==> config.mk <==
export PLATFORM = sky130hd
export DESIGN_NAME = hazard_ctrl_flat
export DESIGN_NICKNAME = d
export VERILOG_FILES = /design/src/rtl/hazard_ctrl_pkg.sv /design/src/rtl/hazard_ctrl_if.sv /design/src/rtl/hazard_ctrl_reg_match.sv /design/src/rtl/hazard_ctrl.sv /design/src/flat_wrapper.sv
export SDC_FILE = /design/constraint.sdc
export NUM_CORES = 1
export LEC_CHECK = 0
export BUFFER_PORTS_ARGS = -buffer_cell sky130_fd_sc_hd__buf_2
export CAP_MARGIN = 20
export CORE_MARGIN = 1
export CORE_UTILIZATION = 38
export CTS_CLUSTER_DIAMETER = 100
export DETAILED_ROUTE_END_ITERATION = 8
export GPL_TIMING_DRIVEN = 0
export PLACE_DENSITY_LB_ADDON = 0.25
export SYNTH_ARGS = -nofsm -noshare
export SYNTH_HDL_FRONTEND = slang
export SYNTH_SLANG_ARGS = --single-unit
export TNS_END_PERCENT = 100
==> constraint.sdc <==
create_clock -name clk -period 13.3 [get_ports clk]
set_input_delay 3.99 -clock clk [delete_from_list [all_inputs] [get_ports clk]]
set_output_delay 3.99 -clock clk [all_outputs]
set_load 0.02 [all_outputs]
==> src/rtl/hazard_ctrl_pkg.sv <==
// Shared pipeline definitions for the hazard/stall sequencer: FSM state
// encoding, the zero-register number and the stall depths per hazard class.
package pipe_pkg;

    typedef enum logic [1:0] {
        RUN    = 2'd0,
        STALL2 = 2'd1,
        STALL1 = 2'd2
    } hz_state_t;

    // X31 reads as zero and is never a real producer.
    localparam logic [4:0] XZR = 5'd31;

    localparam int unsigned LOAD_CBZ_DEPTH = 2;
    localparam int unsigned ALU_CBZ_DEPTH  = 1;

endpackage

==> src/rtl/hazard_ctrl_if.sv <==
// Decode/EX/MEM hazard inputs and the stall/flush controls plus perf counters.
// master: the pipeline side driving the stage info; slave: hazard_ctrl.
interface hazard_ctrl_if;

    logic        id_valid;
    logic        id_is_cbz;
    logic        id_is_bcond;
    logic        id_uses_rn;
    logic        id_uses_rm;
    logic [4:0]  id_rn;
    logic [4:0]  id_rm;
    logic [4:0]  id_rt;
    logic        id_br_taken;
    logic        ex_wr_en;
    logic        ex_is_load;
    logic        ex_sets_flags;
    logic [4:0]  ex_rd;
    logic        mem_wr_en;
    logic        mem_is_load;
    logic [4:0]  mem_rd;
    logic        ext_stall;
    logic        pc_we;
    logic        ifid_we;
    logic        idex_bubble;
    logic        ifid_flush;
    logic [31:0] stall_cycles;
    logic [31:0] flush_count;

    modport master (
        output id_valid, id_is_cbz, id_is_bcond, id_uses_rn, id_uses_rm,
        output id_rn, id_rm, id_rt, id_br_taken,
        output ex_wr_en, ex_is_load, ex_sets_flags, ex_rd,
        output mem_wr_en, mem_is_load, mem_rd, ext_stall,
        input  pc_we, ifid_we, idex_bubble, ifid_flush, stall_cycles, flush_count
    );

    modport slave (
        input  id_valid, id_is_cbz, id_is_bcond, id_uses_rn, id_uses_rm,
        input  id_rn, id_rm, id_rt, id_br_taken,
        input  ex_wr_en, ex_is_load, ex_sets_flags, ex_rd,
        input  mem_wr_en, mem_is_load, mem_rd, ext_stall,
        output pc_we, ifid_we, idex_bubble, ifid_flush, stall_cycles, flush_count
    );

endinterface

==> src/rtl/hazard_ctrl_reg_match.sv <==
// Source/producer register compare: true when the producer writes the source
// register and that register is not XZR.
module reg_match
    import pipe_pkg::*;
(
    input  logic [4:0] src_i,
    input  logic [4:0] dst_i,
    input  logic       wr_en_i,
    output logic       match_o
);

    // Compare only live writes; XZR never matches.
    always_comb begin
        match_o = wr_en_i && (src_i == dst_i) && (src_i != XZR) && (dst_i != XZR);
    end

endmodule

==> src/rtl/hazard_ctrl.sv <==
// Hazard and stall sequencer. Detects decode-stage dependencies on EX/MEM
// producers, freezes PC and IF/ID while injecting ID/EX bubbles, and issues the
// IF/ID flush for taken decode-resolved branches.
// Optional perf counters are built when HAZARD_PERF_EN is defined; otherwise
// stall_cycles and flush_count read as zero.
module hazard_ctrl
    import pipe_pkg::*;
(
    input  logic          clk,
    input  logic          reset,
    hazard_ctrl_if.slave  bus
);

    logic       cbz_ex_match;
    logic       cbz_mem_match;
    logic       rn_ex_match;
    logic       rm_ex_match;
    logic [1:0] depth;
    logic       stalling;

    hz_state_t  state_q, state_d;

    logic       pc_we;
    logic       ifid_we;
    logic       idex_bubble;
    logic       ifid_flush;

    reg_match u_cbz_ex (
        .src_i   (bus.id_rt),
        .dst_i   (bus.ex_rd),
        .wr_en_i (bus.ex_wr_en),
        .match_o (cbz_ex_match)
    );

    reg_match u_cbz_mem (
        .src_i   (bus.id_rt),
        .dst_i   (bus.mem_rd),
        .wr_en_i (bus.mem_wr_en),
        .match_o (cbz_mem_match)
    );

    reg_match u_rn_ex (
        .src_i   (bus.id_rn),
        .dst_i   (bus.ex_rd),
        .wr_en_i (bus.ex_wr_en),
        .match_o (rn_ex_match)
    );

    reg_match u_rm_ex (
        .src_i   (bus.id_rm),
        .dst_i   (bus.ex_rd),
        .wr_en_i (bus.ex_wr_en),
        .match_o (rm_ex_match)
    );

    // Stall depth needed before decode forwarding is valid; larger depth wins.
    always_comb begin
        depth = 2'd0;
        if (state_q == RUN && bus.id_valid) begin
            if (bus.id_is_cbz && cbz_ex_match && bus.ex_is_load) begin
                depth = 2'(LOAD_CBZ_DEPTH);
            end else if ((bus.id_is_cbz && cbz_ex_match && !bus.ex_is_load) ||
                         (bus.id_is_cbz && cbz_mem_match && bus.mem_is_load) ||
                         (bus.id_is_bcond && bus.ex_sets_flags) ||
                         (bus.ex_is_load && ((bus.id_uses_rn && rn_ex_match) ||
                                             (bus.id_uses_rm && rm_ex_match)))) begin
                depth = 2'(ALU_CBZ_DEPTH);
            end
        end
    end

    // Every stall cycle except the final STALL1 release.
    always_comb begin
        stalling = ((state_q == RUN) && (depth != 2'd0)) || (state_q == STALL2);
    end

    // State register with synchronous active-low reset.
    always_ff @(posedge clk) begin
        if (!reset) begin
            state_q <= RUN;
        end else begin
            state_q <= state_d;
        end
    end

    // Next state; an external stall freezes the sequencer.
    always_comb begin
        state_d = state_q;
        if (!bus.ext_stall) begin
            unique case (state_q)
                RUN: begin
                    if (depth == 2'(LOAD_CBZ_DEPTH)) begin
                        state_d = STALL2;
                    end else if (depth == 2'(ALU_CBZ_DEPTH)) begin
                        state_d = STALL1;
                    end
                end
                STALL2:  state_d = STALL1;
                STALL1:  state_d = RUN;
                default: state_d = RUN;
            endcase
        end
    end

    // Pipeline controls: reset forces a bubble/flush, ext_stall freezes all.
    always_comb begin
        pc_we       = 1'b1;
        ifid_we     = 1'b1;
        idex_bubble = 1'b0;
        ifid_flush  = 1'b0;
        if (!reset) begin
            pc_we       = 1'b0;
            ifid_we     = 1'b0;
            idex_bubble = 1'b1;
            ifid_flush  = 1'b1;
        end else if (bus.ext_stall) begin
            pc_we       = 1'b0;
            ifid_we     = 1'b0;
        end else if (stalling) begin
            pc_we       = 1'b0;
            ifid_we     = 1'b0;
            idex_bubble = 1'b1;
        end else begin
            // A branch seen while stalling is re-resolved after release.
            ifid_flush  = bus.id_br_taken;
        end
    end

    assign bus.pc_we       = pc_we;
    assign bus.ifid_we     = ifid_we;
    assign bus.idex_bubble = idex_bubble;
    assign bus.ifid_flush  = ifid_flush;

`ifdef HAZARD_PERF_EN
    logic [31:0] stall_cycles_q, stall_cycles_d;
    logic [31:0] flush_count_q, flush_count_d;

    // Count bubble and flush cycles outside reset; wraps naturally.
    always_comb begin
        stall_cycles_d = stall_cycles_q + {31'd0, idex_bubble};
        flush_count_d  = flush_count_q + {31'd0, ifid_flush};
    end

    // Counter registers, cleared by reset.
    always_ff @(posedge clk) begin
        if (!reset) begin
            stall_cycles_q <= 32'd0;
            flush_count_q  <= 32'd0;
        end else begin
            stall_cycles_q <= stall_cycles_d;
            flush_count_q  <= flush_count_d;
        end
    end

    assign bus.stall_cycles = stall_cycles_q;
    assign bus.flush_count  = flush_count_q;
`else
    assign bus.stall_cycles = 32'd0;
    assign bus.flush_count  = 32'd0;
`endif

endmodule

==> src/flat_wrapper.sv <==
// flat-port wrapper written by rule: the top's interface ports become plain ports
module hazard_ctrl_flat import pipe_pkg::*;
  (clk, reset, bus_id_valid, bus_id_is_cbz, bus_id_is_bcond, bus_id_uses_rn, bus_id_uses_rm, bus_id_rn, bus_id_rm, bus_id_rt, bus_id_br_taken, bus_ex_wr_en, bus_ex_is_load, bus_ex_sets_flags, bus_ex_rd, bus_mem_wr_en, bus_mem_is_load, bus_mem_rd, bus_ext_stall, bus_pc_we, bus_ifid_we, bus_idex_bubble, bus_ifid_flush, bus_stall_cycles, bus_flush_count);
  hazard_ctrl_if bus_i ();
  input  logic clk;
  input  logic reset;
  input wire logic [$bits(bus_i.id_valid)-1:0] bus_id_valid;
  input wire logic [$bits(bus_i.id_is_cbz)-1:0] bus_id_is_cbz;
  input wire logic [$bits(bus_i.id_is_bcond)-1:0] bus_id_is_bcond;
  input wire logic [$bits(bus_i.id_uses_rn)-1:0] bus_id_uses_rn;
  input wire logic [$bits(bus_i.id_uses_rm)-1:0] bus_id_uses_rm;
  input wire logic [$bits(bus_i.id_rn)-1:0] bus_id_rn;
  input wire logic [$bits(bus_i.id_rm)-1:0] bus_id_rm;
  input wire logic [$bits(bus_i.id_rt)-1:0] bus_id_rt;
  input wire logic [$bits(bus_i.id_br_taken)-1:0] bus_id_br_taken;
  input wire logic [$bits(bus_i.ex_wr_en)-1:0] bus_ex_wr_en;
  input wire logic [$bits(bus_i.ex_is_load)-1:0] bus_ex_is_load;
  input wire logic [$bits(bus_i.ex_sets_flags)-1:0] bus_ex_sets_flags;
  input wire logic [$bits(bus_i.ex_rd)-1:0] bus_ex_rd;
  input wire logic [$bits(bus_i.mem_wr_en)-1:0] bus_mem_wr_en;
  input wire logic [$bits(bus_i.mem_is_load)-1:0] bus_mem_is_load;
  input wire logic [$bits(bus_i.mem_rd)-1:0] bus_mem_rd;
  input wire logic [$bits(bus_i.ext_stall)-1:0] bus_ext_stall;
  output wire logic [$bits(bus_i.pc_we)-1:0] bus_pc_we;
  output wire logic [$bits(bus_i.ifid_we)-1:0] bus_ifid_we;
  output wire logic [$bits(bus_i.idex_bubble)-1:0] bus_idex_bubble;
  output wire logic [$bits(bus_i.ifid_flush)-1:0] bus_ifid_flush;
  output wire logic [$bits(bus_i.stall_cycles)-1:0] bus_stall_cycles;
  output wire logic [$bits(bus_i.flush_count)-1:0] bus_flush_count;
  assign bus_i.id_valid = bus_id_valid;
  assign bus_i.id_is_cbz = bus_id_is_cbz;
  assign bus_i.id_is_bcond = bus_id_is_bcond;
  assign bus_i.id_uses_rn = bus_id_uses_rn;
  assign bus_i.id_uses_rm = bus_id_uses_rm;
  assign bus_i.id_rn = bus_id_rn;
  assign bus_i.id_rm = bus_id_rm;
  assign bus_i.id_rt = bus_id_rt;
  assign bus_i.id_br_taken = bus_id_br_taken;
  assign bus_i.ex_wr_en = bus_ex_wr_en;
  assign bus_i.ex_is_load = bus_ex_is_load;
  assign bus_i.ex_sets_flags = bus_ex_sets_flags;
  assign bus_i.ex_rd = bus_ex_rd;
  assign bus_i.mem_wr_en = bus_mem_wr_en;
  assign bus_i.mem_is_load = bus_mem_is_load;
  assign bus_i.mem_rd = bus_mem_rd;
  assign bus_i.ext_stall = bus_ext_stall;
  assign bus_pc_we = bus_i.pc_we;
  assign bus_ifid_we = bus_i.ifid_we;
  assign bus_idex_bubble = bus_i.idex_bubble;
  assign bus_ifid_flush = bus_i.ifid_flush;
  assign bus_stall_cycles = bus_i.stall_cycles;
  assign bus_flush_count = bus_i.flush_count;
  hazard_ctrl u_core (.clk(clk), .reset(reset), .bus(bus_i));
endmodule
; ---- Word level (Yosys, flattened, before mapping)
; Index checks and enable logic that the tools add are counted.
; W data, S select, Z words.
[op_classes]
eq_ne = 13
n_mux = 15
bitwise_logic = 1
reduce_logical = 32
[op_table]
columns = cell, n
row1 = $ne A5 B5 Y1 const B, 5
row2 = $logic_and A1 B1 Y1, 23
row3 = $eq A5 B5 Y1, 4
row4 = $mux W1, 10
row5 = $mux W2, 4
row6 = $logic_or A1 B1 Y1, 5
row7 = $eq A2 B1 Y1 const B, 2
row8 = $pmux W2 S2, 1
row9 = $ne A3 B3 Y1 const B, 1
row10 = $eq A2 B2 Y1 const B, 1
row11 = $logic_not A2 Y1, 1
row12 = $reduce_and A2 Y1, 1
row13 = $reduce_bool A2 Y1, 1
row14 = $logic_not A1 Y1, 1
row15 = $not A1 Y1, 1
[word_totals]
reg_bits = 2
output_inout_bits = 68

; ---- Logic depth before layout (Yosys ltp)
; Gate-level depths: netlist of the first run.
[logic_depth]
depth_word = 18
depth_mapped = 12
mapped_depth_nobuf = 12

; ---- Cells and area by module
; Synthesis of the first run repeated with hierarchy kept, for this count alone.
[unflattened]
cells_unflattened = 139
area_unflattened_um2 = 1036.0
[by_module_without_submodules]
columns = mod, instances, cells_per_inst, area_each_um2, seq_area_each_um2
row1 = hazard_ctrl, 1, 95, 705.7, 40.0
row2 = reg_match, 4, 11, 82.6, 0.0

; ---- Worst setup path before layout of the first run
; No wires, ideal clock.
[synth_timing]
path_kind = input to output
start = in bus_ex_rd[4]
end = out bus_idex_bubble
arrival_time_ps = 5832
setup_slack_ps = 3478
cell_stages = 8
path_cell_list = or2_0 > a2111oi_2 > nand3_1 > a211oi_2 > nor3_1 > ha_1 > nor2b_1 > o31ai_1
[synth_via]
elab_chain_len = 18
[synth_rtl]
columns = item, line_no
row1 = "start, declared", flat_wrapper.sv:19  ; input wire logic [$bits(bus_i.ex_rd)-1:0] bus_ex_rd;
row2 = $eq A5 B5 Y1, hazard_ctrl_reg_match.sv:14  ; match_o = wr_en_i && (src_i == dst_i) && (src_i != XZR) && (dst_i != XZR);
row3 = $logic_and A1 B1 Y1 (3 in series), hazard_ctrl_reg_match.sv:14
row4 = $logic_and A1 B1 Y1, "hazard_ctrl.sv:60, hazard_ctrl.sv:62"
row5 = $logic_and A1 B1 Y1, hazard_ctrl.sv:62  ; end else if ((bus.id_is_cbz && cbz_ex_match && !bus.ex_is_load) ||
row6 = $logic_or A1 B1 Y1, hazard_ctrl.sv:62
row7 = $logic_or A1 B1 Y1, hazard_ctrl.sv:63  ; (bus.id_is_cbz && cbz_mem_match && bus.mem_is_load) ||
row8 = $logic_or A1 B1 Y1, hazard_ctrl.sv:64  ; (bus.id_is_bcond && bus.ex_sets_flags) ||
row9 = $mux W1, hazard_ctrl.sv:62
row10 = $mux W2 *, hazard_ctrl.sv:60  ; if (bus.id_is_cbz && cbz_ex_match && bus.ex_is_load) begin
row11 = $mux W2 *, hazard_ctrl.sv:59  ; if (state_q == RUN && bus.id_valid) begin
row12 = $reduce_bool A2 Y1 *, hazard_ctrl.sv:74  ; stalling = ((state_q == RUN) && (depth != 2'd0)) || (state_q == STALL2);
row13 = $logic_and A1 B1 Y1 *, hazard_ctrl.sv:74
row14 = $logic_or A1 B1 Y1 *, hazard_ctrl.sv:74
row15 = $mux W1 *, hazard_ctrl.sv:119  ; end else if (stalling) begin
row16 = $mux W1 *, hazard_ctrl.sv:116  ; end else if (bus.ext_stall) begin
row17 = $mux W1 *, hazard_ctrl.sv:111  ; if (!reset) begin
row18 = "end, declared", flat_wrapper.sv:26  ; output wire logic [$bits(bus_i.idex_bubble)-1:0] bus_idex_bubble;
; Every way passes the cells marked *; elsewhere a longest branch is shown, timed or not.

; ---- Final worst setup path of the first run
[layout_timing]
start = in bus_id_rt[0]
end = out bus_pc_we
[layout_via]
elab_chain_len = 18
[layout_rtl]
columns = item, line_no
row1 = "start, declared", flat_wrapper.sv:14  ; input wire logic [$bits(bus_i.id_rt)-1:0] bus_id_rt;
row2 = $eq A5 B5 Y1, hazard_ctrl_reg_match.sv:14
row3 = $logic_and A1 B1 Y1 (3 in series), hazard_ctrl_reg_match.sv:14
row4 = "$logic_and A1 B1 Y1, on equally long branches", "hazard_ctrl.sv:60, hazard_ctrl.sv:62, hazard_ctrl.sv:63"
row5 = "$logic_and A1 B1 Y1, on equally long branches", "hazard_ctrl.sv:62, hazard_ctrl.sv:63"
row6 = $logic_or A1 B1 Y1, hazard_ctrl.sv:62
row7 = $logic_or A1 B1 Y1, hazard_ctrl.sv:63
row8 = $logic_or A1 B1 Y1, hazard_ctrl.sv:64
row9 = $mux W1, hazard_ctrl.sv:62
row10 = $mux W2 *, hazard_ctrl.sv:60
row11 = $mux W2 *, hazard_ctrl.sv:59
row12 = $reduce_bool A2 Y1 *, hazard_ctrl.sv:74
row13 = $logic_and A1 B1 Y1 *, hazard_ctrl.sv:74
row14 = $logic_or A1 B1 Y1 *, hazard_ctrl.sv:74
row15 = $mux W1 *, hazard_ctrl.sv:119
row16 = $mux W1 *, hazard_ctrl.sv:116
row17 = $mux W1 *, hazard_ctrl.sv:111
row18 = "end, declared", flat_wrapper.sv:24  ; output wire logic [$bits(bus_i.pc_we)-1:0] bus_pc_we;
; Marks and branches as above.

==> results of run 1 <==
[kinds of logic after synthesis]
logic type,after synthesis,synth area share
AOI/OAI and AO/OA,13,0.1037
xor gates and xnor gates,17,0.1487
adders and majority gates,2,0.02500
buffers and inverters,69,0.5025
DFF,2,0.04000
other,1,0.003746
and+or+nand+nor,34,0.1763
[worst max-delay path: stages]
cell and delay, ns:
buf_2 0.12, nand3_1 0.08, o21a_1 0.13, nand4_1 0.08, nor3_1 0.38, a211oi_1 0.14
nor3_1 0.30, ha_1 0.20, nor2b_1 0.18, nor2_1 0.06, nor2_1 0.11, and2_1 0.15
buf_4 0.10, buf_2 0.15
[worst max-delay path by stage]
| stage | start | endpoint | slack, ns | cells past startpoint |
|---|---|---|---|---|
| after floorplan | bus_ex_rd[4] | bus_idex_bubble | 3.48 | 8 |
| after global placement | bus_id_rt[0] | bus_pc_we | 3.20 | 14 |
| after detailed placement | bus_id_rt[0] | bus_pc_we | 3.17 | 14 |
| after CTS | bus_id_rt[0] | bus_pc_we | 3.17 | 14 |
| after global routing | bus_id_rt[2] | bus_pc_we | 2.85 | 14 |
| final | bus_id_rt[0] | bus_pc_we | 3.16 | 14 |
[cell usage after synthesis, drive strengths merged, types with 2 or more instances]
| cell | number |
|---|---|
| nor4 | 2 |
| or2 | 2 |
| ha | 2 |
| a21oi | 3 |
| dfxtp | 2 |
| nand4 | 4 |
| xor2 | 11 |
| a2111oi | 2 |
| nor3 | 3 |
| nand3 | 6 |
| nor2 | 4 |
| inv | 4 |
| o21a | 2 |
| buf | 65 |
| nand2 | 7 |
| xnor2 | 6 |
| a211oi | 2 |
| nor2b | 3 |
[layout make-up]
type,count,area (um^2),area share
Multi-Input combinational cell,130,694.4,0.4606
Buffer,65,488.0,0.3237
Timing Repair Buffer,42,210.2,0.1394
Sequential cell,2,40.04,0.02656
Tap cell,30,37.54,0.02490
Clock buffer,3,22.52,0.01494
Inverter,4,15.01,0.009958
[per-layer routing]
layer / up-vias / GRT usage
met5: - / 0
met3: 2 / 0.02874
met4: 0 / 0.05263
met1: 390 / 0.1519
li1: 546 / -
met2: 51 / 0.2313
[per-stage QoR]
step             util  instance area, um^2  instances
3_3_place_gp   0.5995                 1485        273
3_5_place_dp   0.5995                 1485        273
5_1_grt        0.6086                 1508        276
4_1_cts        0.6086                 1508        276
6_report       0.6086                 1508        276
2_1_floorplan       -                 1237        201
[layout by cell type, fill, tap and decap left out, drive strengths merged, types with 3 or more instances in the layout]
master and count:
nor3 3, nand2 7, nand4 4, nor2b 3, nor2 4, inv 4
xor2 11, clkbuf 3, a21oi 3, conb 64, nand3 6, buf 107
xnor2 6
[where the power goes]
part	leakage (nW)	switching [mW]	total, mW	internal (mW)
clock	0.0138	0.00329	0.0132	0.00994
combinational	0.895	0.0276	0.0495	0.0219
sequential	0.0162	0.000118	0.00625	0.00614
total	0.925	0.0311	0.0690	0.0379
==> results by group, run 1 <==
STA
  – Final setup fails: 0
  – Clk_skew: around 0.0037 ns
  – Setup_tns: 0 ns
  – Final worst path period share: 0.7622
  – Final Hold Vio Count: 0
  – Slew Viols, Final: 0
  – Fmax: between 0.09 and 0.1 GHz
  – RSZ-0062 raised after global routing: false
  – Fin crit period: between 10 and 15 ns
  – Hold_ws: between 0.5 and 0.6 ns
  – Setup ws final: 3.163 ns

Global routing
  – Number of antenna violations at the first check in global routing: 0
  – Vias in the first global route: about 740
  – Overflow after GRT: 0
  – First-pass GRT wire length: 2822 um
  – Total global-route track usage: 0.1320
  – Largest net degree at the start of global routing: 7

Layout
  – Antenna Cells: 0
  – Max reg flops: 2
  – Layout cells sized above 1: 0.4553
  – Largest registers: u_core.state_q: 2 flops
  – Biggest register: u_core.state_q
  – Area grow syn2layout: 50.63%
  – Final #Nets: between 200 and 300
  – Filler cell count: 249

Worst hold path
  – Worst hold path stage count: 2
  – Min-delay src: u_core.state_q[0]
  – End of the worst hold path: u_core.state_q[0]
  – Min-Delay Path Class: reg -> reg

Yosys
  – Synth warn: 0
  – Synth top area share: 0.4875
  – Cell Area, Synth: between 1000 and 1500 um^2
  – Dominant cells by area after synthesis: buf_4, xor2_1, xnor2_1
  – Number of flops mapped to enable cells by yosys: 0
  – Top FF cell, synth: dfxtp_1
  – Synthesized flop and latch total: 2
  – Sequential area share after synthesis: 0.04000
  – Post-synth ARST share: 0
  – Avg Synthesized Cell Area: around 7.3 um^2
  – Distinct cells, synth: 28
  – Yosys top cell by area: buf_4
  – Post-synthesis instance total: approximately 140

Die
  – Die height: around 53 um
  – Die area: 2844 um^2
  – I/O pin count: ~110
  – Row cnt: 18
  – Core ar.: 2477 um^2
  – Width of the die: 53.33 um
  – Starting Density: 0.4040

CTS
  – Setup Buffers After CTS: 0
  – Longest Clk Path Bufs: 2
  – Hold buffers post-CTS: 0
  – Clock sink count: 2
  – CTS Buf Count: 3
  – Root Buffer: clkbuf_4
  – Post-CTS sizing: 0
  – CTS tree: yes
  – CTS clk-pin slew, worst paths: 0.03 ns
  – Clock latency on the worst-skew pair: roughly 0.22 ns
  – H-tree depth: 1

Critical path
  – R2R Path End: u_core.state_q[1]
  – Critical path data arrival time: approximately 6.2 ns
  – CP max FO: 4
  – Startpoint types: input port
  – Worst Path Required: 9.31 ns
  – Crit path kind: in -> out
  – Worst r2r path cells: 10
  – Worst reg2reg path startpoint: u_core.state_q[1]
  – Setup crit end kind: output pin
  – R2R Setup Slk: ~12 ns

Outcome
  – Status: completed

Power and ir drop
  – Worst vdd ir: 61.84 uV
  – Power per cell area: 45.75 nW/um^2
  – Power Total: 68.98 uW
  – LEAKAGE: 0.9248 nW

Drt
  – Routed WL: 1968 um
  – Met2 WL: 994 um
  – Post-route DRC: 0
  – Met1 wire length: 719 um
  – Met3 wire len: 243 um
  – Antenna-violating nets left: 0
  – WL/cell: slightly above 7 um
  – Top routing layer in use: met4
  – Iter 0 DRT Violations: 7
  – Routed vias/inst: about 3.6
  – Vias: 989
  – Drt pass-1 iters: 4

Placed design
  – Final GP Congestion: 0.6947
  – Detailed placement HPWL: about 1800 um
  – Placement Setup Slack: approximately 3.2 ns
  – Number of I/O port buffers: 42

Run
  – Max Cap Viol: 0
Note: power is estimated with default switching activity, not from simulation.
==> run 2, diff against run 1 <==
--- a/config.mk
+++ b/config.mk
@@ -5,6 +5,7 @@
 export SDC_FILE = /design/constraint.sdc
 export NUM_CORES = 1
 export LEC_CHECK = 0
+export ABC_AREA = 1
 export BUFFER_PORTS_ARGS = -buffer_cell sky130_fd_sc_hd__buf_2
 export CAP_MARGIN = 20
 export CORE_MARGIN = 1
==> constraint.sdc (replaced) <==
create_clock -name clk -period 10.3 [get_ports clk]
set_input_delay 3.09 -clock clk [delete_from_list [all_inputs] [get_ports clk]]
set_output_delay 3.09 -clock clk [all_outputs]
set_load 0.02 [all_outputs]
==> results by group, run 2 <==
Layout
  – Most common cell after layout, fill and taps aside: buf_4
  – Max reg flops: 2 (unchanged)
  – Design area: 1668 um^2 (+11%)
  – Most frequent cells in the layout: buf_4, nand2_1, conb_1
  – Antenna Cells: 0 (unchanged)
  – Final #Nets: 363 (+26%)
  – Largest registers: u_core.state_q: 2 flops
  – Area grow syn2layout: 43.80%
  – Layout cells sized above 1: 0.3781 (-0.07716)
  – Biggest register: u_core.state_q
  – Final Core Density: 0.5896 (-0.01902)

Global routing
  – Vias in the first global route: 949 (+29%)
  – Largest net degree at the start of global routing: 7 (unchanged)
  – Overflow after GRT: 0 (unchanged)
  – First-pass GRT wire length: 3698 um (+31%)
  – Number of antenna violations at the first check in global routing: 0 (unchanged)
  – Total global-route track usage: 0.1364 (+0.004431)

CTS
  – Clock latency on the worst-skew pair: 0.22 ns (about the same)
  – CTS tree: yes
  – CTS Buf Count: 3 (unchanged)
  – Setup Buffers After CTS: 0 (unchanged)
  – H-tree depth: 1 (unchanged)
  – Hold buffers post-CTS: 0 (unchanged)
  – Root Buffer: clkbuf_4
  – Post-CTS sizing: 0 (unchanged)
  – Longest Clk Path Bufs: 2 (unchanged)
  – CTS clk-pin slew, worst paths: 0.03 ns (about the same)
  – Clock sink count: 2 (unchanged)

Yosys
  – Post-synthesis instance total: 212 (+54%)
  – XOR/XNOR Fraction of Synth Area: 0.007551 (-0.1412)
  – Synth Area in Compound Gates: 0.07120 (-0.03255)
  – Avg Synthesized Cell Area: 5.471 um^2 (-25%)
  – Synth top area share: 0.4207 (-0.06679)
  – Synth warn: 0 (unchanged)
  – Largest family of logic cells by synthesized area: buffers and inverters
  – Simple-gate share of the synthesized area: 0.3441 (+0.1679)
  – Post-synth ARST share: 0 (unchanged)
  – Sequential area share after synthesis: 0.03452 (-0.005480)
  – Top FF cell, synth: dfxtp_1
  – Cell Area, Synth: 1160 um^2 (+16%)
  – Yosys top cell by area: buf_4
  – Number of flops mapped to enable cells by yosys: 0 (unchanged)
  – Most frequent cell after synthesis: buf_4
  – Synthesized flop and latch total: 2 (unchanged)
  – Top cells by count, synth: buf_4, nand2_1, inv_1
  – Distinct cells, synth: 21 (-25%)
  – Mux contribution to synthesized area: 0 (unchanged)
  – Post-synthesis adder-cell area fraction: 0.02157 (-0.003425)
  – Dominant cells by area after synthesis: buf_4, nand2_1, inv_1

STA
  – Fmax: ~0.13 GHz
  – Final setup fails: 0 (unchanged)
  – Final worst path period share: 0.7533
  – RSZ-0062 raised after global routing: false
  – Setup_tns: 0 ns (unchanged)
  – Final Hold Vio Count: 0 (unchanged)
  – Setup ws final: 2.541 ns (-0.6220 ns)
  – Hold_ws: 0.4818 ns (-0.07814 ns)
  – Clk_skew: 0.002819 ns (-0.0008635 ns)
  – Slew Viols, Final: 0 (unchanged)
  – Fin crit period: between 7 and 8 ns

Drt
  – Routed vias/inst: 3.627 (+1.2%)
  – Routed WL: 2328 um (+18%)
  – Post-route DRC: 16 (+16)
  – Vias: 1273 (+29%)
  – Antenna-violating nets left: 0 (unchanged)
  – Iter 0 DRT Violations: 45 (+38)
  – WL/cell: 6.632 um (-7.0%)
  – Drt pass-1 iters: 6 (+2)

Die
  – Row cnt: 19 (+1)
  – I/O pin count: 107 (unchanged)
  – Die area: 3277 um^2 (+15%)
  – Die height: 57.25 um (+7.4%)
  – Core ar.: 2829 um^2 (+14%)
  – Starting Density: 0.4100 (+0.005955)
  – Width of the die: 57.25 um (+7.4%)

Power and ir drop
  – Gate power share: 0.731 (+0.013)
  – Cell-internal power: 49.81 uW (+31%)
  – Clock network fraction of design power: 0.180 (-0.012)
  – Flop pwr share: 0.088 (-0.003)
  – Worst vdd ir: 59.38 uV (-4.0%)
  – Psw: 44.82 uW (+44%)
  – Power per cell area: 56.73 nW/um^2 (+24%)
  – LEAKAGE: 1.175 nW (+27%)
  – Sw frac: 0.4736 (+0.02347)

Placed design
  – Placed Area: 1645 um^2 (+11%)
  – Final GP Congestion: 0.8493 (+22%)
  – Placement Setup Slack: 2.530 ns (-0.6451 ns)
  – Detailed placement HPWL: 2168 um (+17%)
  – Number of I/O port buffers: 42 (unchanged)

Critical path
  – CP max FO: 4 (unchanged)
  – CP peak stage delay: 0.18 ns (-0.20 ns)
  – Startpoint types: input port
  – WP buf/inv: 4 (+1)
  – Crit. Startpoint: bus_id_rt[2]
  – Critical path data arrival time: 4.67 ns (-1.48 ns)
  – Crit path kind: in -> out
  – Worst reg2reg path startpoint: u_core.state_q[0]
  – Crit path cell chain: buf_2, nand3_1, nor2_1, nand3b_1, nor3_1, nor2_1, nand2_1, nand2_1, ha_1, inv_1, o21bai_1, nand2_1, nor2_1, buf_4, buf_2
  – Worst Path Required: 7.21 ns (-2.10 ns)
  – Setup crit end kind: output pin
  – CP max-delay cell: o21bai_1
  – CP top delay family: simple AND/OR/NAND/NOR gates

Outcome
  – Status: finished with violations
  – Failing checks: design-rule violations

Worst hold path
  – Min-delay src: u_core.state_q[0]
  – Min-Delay Path Class: reg -> reg

Run
  – Max Cap Viol: 0 (unchanged)
## run 2: changes by cell type after synthesis, sizes merged, moves of 3 or more
| cell | before | now |
|---|---|---|
| xor2 | 11 | 0 |
| xnor2 | 6 | 1 |
| inv | 4 | 30 |
| nor2 | 4 | 18 |
| nand2 | 7 | 65 |
| o21ai | 1 | 7 |
| nor2b | 3 | 0 |
## run 2: path summary, 6_finish.rpt
check / to / slack (ns) / depth (start not counted)
max reg2reg: u_core.state_q[0] / 8.65 / 9
max: bus_pc_we / 2.54 / 15
min reg2reg: u_core.state_q[0] / 0.48 / 2
min: u_core.state_q[0] / 0.48 / 2
## run 2: cells by family after synthesis
family,Yosys count
fa+ha+maj,2
flops,2
compound gates,15
buf+inv,95
xor+xnor,1
other cells,1
simple gates,96
## run 2: per-stage QoR
step | power, mW | cells
finish | 0.09462 | 351
global route | 0.1042 | 351
CTS | 0.09488 | 351
detailed placement | 0.07679 | 348
global placement | 0.07648 | 348
floorplan | 0.06318 | 275
## run 2: power groups by stage
stage,Sequential [mW],Combinational (mW),Clock [mW]
floorplan,0.00842,0.0548,0
global route,0.00840,0.0761,0.0197
global placement,0.00847,0.0680,0
detailed placement,0.00846,0.0683,0
finish,0.00837,0.0692,0.0170
CTS,0.00836,0.0684,0.0181
## run 2: worst min-delay path, delay by kind of cell, from the launching register on
kind | cells | cell delay (ns)
DFF | 1 | 0.31
and+or+nand+nor | 1 | 0.06
AOI/OAI and AO/OA | 1 | 0.06
## run 2: area by class of cell
cell class	count	area [um^2]
buffer	65	488.0
clock buffer	3	22.52
fill	310	1161
inverter	30	112.6
multi-input combinational	178	755.7
sequential	2	40.04
tap	31	38.79
timing repair buffer	42	210.2
## run 2: layer usage
| metal | global-route usage | wire length [um] | vias to the layer above |
|---|---|---|---|
| met4 | 0.02439 | 0 | 0 |
| li1 | - | - | 732 |
| met2 | 0.2403 | 1087 | 61 |
| met5 | 0 | 0 | - |
| met3 | 0.03175 | 271 | 0 |
| met1 | 0.1710 | 969 | 480 |
